<file path="config.mk">
export PLATFORM = sky130hd
export DESIGN_NAME = pipe_run_ctrl
export DESIGN_NICKNAME = d
export VERILOG_FILES = /design/src/rtl/pipe_run_ctrl.sv
export SDC_FILE = /design/constraint.sdc
export NUM_CORES = 1
export LEC_CHECK = 0
export CAP_MARGIN = 20
export CORE_MARGIN = 2
export CORE_UTILIZATION = 50
export CTS_BUF_LIST = sky130_fd_sc_hd__clkbuf_16
export CTS_CLUSTER_DIAMETER = 150
export DETAILED_ROUTE_END_ITERATION = 12
export PLACE_DENSITY = 0.77
export SYNTH_ARGS = -nofsm -noshare
export SYNTH_HDL_FRONTEND = slang
export SYNTH_SLANG_ARGS = --single-unit
export TNS_END_PERCENT = 20
</file>
<file path="constraint.sdc">
create_clock -name clk -period 2.3 [get_ports clk]
set_input_delay 0.23 -clock clk [delete_from_list [all_inputs] [get_ports clk]]
set_output_delay 0.23 -clock clk [all_outputs]
set_load 0.02 [all_outputs]
</file>
<file path="src/rtl/pipe_run_ctrl.sv">
// Run/halt/single-step controller producing the global pipeline enable for the
// 5-stage MIPS pipeline, with a single programmable fetch-PC breakpoint.
module pipe_run_ctrl #(
  parameter int unsigned PC_WIDTH   = 6,
  parameter int unsigned STEP_WIDTH = 8,
  parameter int unsigned CNT_WIDTH  = 16
) (
  input  logic                  clk,
  input  logic                  rst,
  input  logic                  cmd_valid,
  input  logic [1:0]            cmd_op,
  input  logic [STEP_WIDTH-1:0] cmd_arg,
  input  logic [PC_WIDTH-1:0]   pc_in,
  output logic                  pipe_en,
  output logic                  halted,
  output logic                  bp_hit,
  output logic [1:0]            state_o,
  output logic                  cmd_ack,
  output logic                  cmd_err,
  output logic [CNT_WIDTH-1:0]  cycle_count
);

  localparam logic [1:0] ST_HALT  = 2'b00;
  localparam logic [1:0] ST_RUN   = 2'b01;
  localparam logic [1:0] ST_STEP  = 2'b10;
  localparam logic [1:0] ST_BREAK = 2'b11;

  localparam logic [1:0] OP_HALT   = 2'b00;
  localparam logic [1:0] OP_RUN    = 2'b01;
  localparam logic [1:0] OP_STEP   = 2'b10;
  localparam logic [1:0] OP_SET_BP = 2'b11;

  logic [1:0]            state, state_nx;
  logic [STEP_WIDTH-1:0] step_cnt, step_nx;
  logic [PC_WIDTH-1:0]   bp_addr, bp_addr_nx;
  logic                  bp_en, bp_en_nx;
  logic                  skip, skip_nx;
  logic                  bp_hit_nx;
  logic                  pc_eq, hit, stopped, legal;

  assign pc_eq   = (pc_in == bp_addr);
  assign hit     = bp_en & pc_eq & ~skip;
  assign stopped = (state == ST_HALT) | (state == ST_BREAK);

  // Combinational so the breakpoint PC is frozen before it can enter IFID.
  assign pipe_en = ((state == ST_RUN) & ~hit) | (state == ST_STEP);
  assign halted  = stopped;
  assign state_o = state;

  always_comb begin
    legal = 1'b0;
    if (cmd_valid) begin
      case (cmd_op)
        OP_HALT: legal = 1'b1;
        OP_RUN:  legal = stopped;
        OP_STEP: legal = stopped & (cmd_arg != '0);
        default: legal = 1'b1;
      endcase
    end
  end

  always_comb begin
    state_nx   = state;
    step_nx    = step_cnt;
    bp_addr_nx = bp_addr;
    bp_en_nx   = bp_en;
    skip_nx    = skip;
    bp_hit_nx  = bp_hit;

    // Priority: HALT command, then breakpoint hit, then remaining commands.
    if (cmd_valid && cmd_op == OP_HALT) begin
      state_nx  = ST_HALT;
      step_nx   = '0;
      bp_hit_nx = 1'b0;
    end else if (state == ST_RUN && hit) begin
      state_nx  = ST_BREAK;
      bp_hit_nx = 1'b1;
    end else if (legal && cmd_op == OP_RUN) begin
      state_nx  = ST_RUN;
      bp_hit_nx = 1'b0;
      if (pc_eq) skip_nx = 1'b1;
    end else if (legal && cmd_op == OP_STEP) begin
      state_nx = ST_STEP;
      step_nx  = cmd_arg;
    end else if (state == ST_STEP) begin
      step_nx = step_cnt - STEP_WIDTH'(1);
      if (step_cnt == STEP_WIDTH'(1)) state_nx = ST_HALT;
    end

    // Skip only survives while the fetch PC still sits on the breakpoint.
    if (state == ST_RUN && !pc_eq) skip_nx = 1'b0;

    if (cmd_valid && cmd_op == OP_SET_BP) begin
      bp_addr_nx = cmd_arg[PC_WIDTH-1:0];
      bp_en_nx   = cmd_arg[PC_WIDTH];
      skip_nx    = 1'b0;
    end
  end

  always_ff @(posedge clk or negedge rst) begin
    if (!rst) begin
      state       <= ST_HALT;
      step_cnt    <= '0;
      bp_addr     <= '0;
      bp_en       <= 1'b0;
      skip        <= 1'b0;
      bp_hit      <= 1'b0;
      cmd_ack     <= 1'b0;
      cmd_err     <= 1'b0;
      cycle_count <= '0;
    end else begin
      state    <= state_nx;
      step_cnt <= step_nx;
      bp_addr  <= bp_addr_nx;
      bp_en    <= bp_en_nx;
      skip     <= skip_nx;
      bp_hit   <= bp_hit_nx;
      cmd_ack  <= cmd_valid & legal;
      cmd_err  <= cmd_valid & ~legal;
      if (pipe_en && cycle_count != '1) cycle_count <= cycle_count + CNT_WIDTH'(1);
    end
  end

endmodule

</file>
==> results by group <==
GRT
  • Gr ovfl total: 0
  • Vias in the first global route: 1,820
  • Total GRT Usage: between 20% and 30%
  • Largest net degree at the start of global routing: 38
  • Initial antenna violation count: 0
  • Global-route wire length before repair: between 8000 and 9000 µm

Clock network
  • Worst-skew pair later-pin latency: roughly 280 ps
  • CTS tree: yes
  • Setup Buffers After CTS: 0
  • Reg clk slew, reported paths: 50 ps
  • Clk buf depth: 2
  • # resized after CTS: 0
  • Cts bufs inserted: 5
  • CTS Root Cell: clkbuf_16
  • Hold-fix buffers at CTS: 0
  • Clock sinks: 37
  • H-Tree Depth: 2

Setup path
  • Critical Path Source Type: primary input
  • Endpoint class of the critical path: flip-flop
  • CP delay by family, top: buffers and inverters
  • Worst r2r path cells: 8
  • CP required: roughly 2500 ps
  • Crit Path Category: in -> reg
  • Origin of the critical flop-to-flop path: state_o[0]
  • WP buf/inv: 3
  • Crit-path cells: clkdlybuf4s50_1, inv_1, ha_1, nand2b_1, nand3_1, nor3_1, buf_4, a32oi_1, o22ai_1
  • Reg-to-reg setup timing slack: roughly 320 ps
  • Slowest stage cell, crit path: clkdlybuf4s50_1
  • Highest net fanout along the worst path: 6
  • CP Data Arrival Time: around 2200 ps
  • Crit path from: cmd_op[1]
  • Reg-to-Reg End: step_cnt[1]
  • CP peak stage delay: between 500 and 600 ps

Finish
  • Layout Nets: around 300
  • Layout fillers: between 300 and 400
  • Area grow syn2layout: 32.86%
  • Seq. cell area: 925.9 µm²
  • Layout cells sized above 1: between 10% and 20%
  • Area of the multi-input gates: ~0.0012 mm²
  • Diodes inserted: 0

Detailed routing
  • Wire per inst: 15.97 µm
  • DR pass1 iterations: 4
  • Vias: ~1.9k
  • Routed WL: approximately 5200 µm
  • DRC: 0
  • Final ANT Viol Nets: 0
  • DRT iter0 DRCs: 204
  • DR vias/cell: 5.941

STA
  • Final Critical Period: 2029 ps
  • Slew Limit Fails: 0
  • RSZ-0062 raised after global routing: no
  • Fin Hold WS: approximately 44 ps
  • Final setup violation count: 0
  • Setup TNS: 0 ps
  • Final hold viol count: 0
  • Clock Skews: ~2.5 ps
  • Fmax: about 0.49 GHz
  • Worst slew pin tran: 815.6 ps
  • Slew headroom: a little under half
  • Final period utilization: about nine tenths

Power
  • PwrDens: approximately 950 mW/mm²
  • Pleak: 1.312 nW
  • Worst VDD drop: 0.7778 mV

Die
  • Row count: 24
  • Die footprint: roughly 0.0050 mm²
  • Die Wd: ~70 µm
  • Num ports: 42
  • Die Y: between 70 and 80 µm
  • Core box area: ~0.0043 mm²
  • Initial core utilization: roughly 50%

Logic synthesis
  • Synth Register Bits: 37
  • Number of synthesized flops with an enable pin: 0
  • Synth Cell Area: about 0.0022 mm²
  • Synth top cells by count: dfrtp_1, nand2_1, inv_1
  • Largest area contributor in the netlist: dfrtp_1
  • Synth area leaders: dfrtp_1, xor2_1, ha_1
  • Cells after Synth: ~210
  • Top_reg_cell synth: dfrtp_1
  • Netlist cell types: between 50 and 60
  • Most frequent cell after synthesis: dfrtp_1
  • Net Count, Synth: 239
  • Share of the synthesized area in the top cell type: around two fifths
  • Syn avg cell area: ~10 µm²
  • Yosys warnings: 0
  • Async SR Flop Fraction: 100.0%
  • Register area share after synthesis: between 40% and 50%

Run status
  • Outcome: finished clean

Run
  • Max-cap violation count: 0

Place
  • GP Congestion: roughly 0.93
  • DP HPWL: around 3700 µm
  • I/O Buffers: 41

Worst hold path
  • Hold Path Class: in -> async
sequential cells by signal, summed over array words and instances, names as in the netlist:
register     count
bp_addr          6
bp_en            1
bp_hit           1
cmd_ack          1
cmd_err          1
cycle_count     16
skip             1
state_o          2
step_cnt         8
worst max path at each step:
stage	to	slack (ps)	depth (start not counted)
detailed placement	step_cnt[6]	30	9
global placement	step_cnt[3]	50	6
floorplan	step_cnt[3]	170	7
global route	step_cnt[4]	130	9
finish	step_cnt[6]	270	9
CTS	pipe_en	10	6
per-stage QoR:
step                cells  setup slack [ps]  instance area (µm²)  utilization (%)  power [mW]
floorplan             211             173.0                 2208                -       1.639
finish                323             271.3                 2934            68.33       2.800
CTS                   323             13.31                 2932            68.27       2.806
detailed placement    315             26.54                 2769            64.48       2.030
global route          323             131.4                 2934            68.33       2.947
global placement      315             47.28                 2769            64.48       2.014
layout by cell type (no fill, tap or decap), drive strengths merged, types with 2 or more instances in the layout:
cell type      synthesis  routed
nor2                   7       7
nand4                  5       5
a22oi                  5       5
nand3                 12      12
xnor2                  7       7
and2                   2       2
a31oi                  2       2
nand2                 18      18
xor2                  13      13
a32oi                  5       5
clkbuf                 1       5
o22ai                  4       4
a21oi                  5       5
and3                   2       2
o41ai                  2       2
mux2                   9       9
a22o                   2       2
o211ai                 2       2
nor3                   7       7
buf                    5      18
nor4                  10      10
nor4b                  3       3
clkdlybuf4s50          0      39
dfrtp                 37      37
ha                     9       9
inv                   14      15
o21ai                  5       5
a21boi                 2       2
metal layers:
metal  track usage [%]  share of wire, %
met1             26.71                42
met2             37.42                49
met3             3.608               5.8
met4             7.906               3.1
met5                 0                 0
logic make-up after synthesis:
group                    after synthesis  synth area share, %
XOR/XNOR                              20                7.932
AND/OR/NAND/NOR                       73                19.77
AO/OA/AOI/OAI                         42                16.15
flip-flops                            37                41.93
buffers and inverters                 20                4.079
multiplexers                          10                5.043
adder cells (fa/ha/maj)                9                5.099
power by group:
part           leakage (nW)  total [mW]  switching, mW  internal, mW
combinational         0.756        1.05          0.544         0.511
clock                0.0826       0.759          0.255         0.503
sequential            0.473       0.987          0.185         0.802
total                  1.31        2.80          0.984          1.82
final cells by class:
class / instances / share of cell area, %
multi-input combinational: 154 / 40.64
sequential: 37 / 31.56
timing repair buffer: 58 / 18.25
clock buffer: 5 / 4.264
tap: 52 / 2.217
inverter: 14 / 1.791
clock inverter: 3 / 1.279
(Power assumes the default switching activity.)
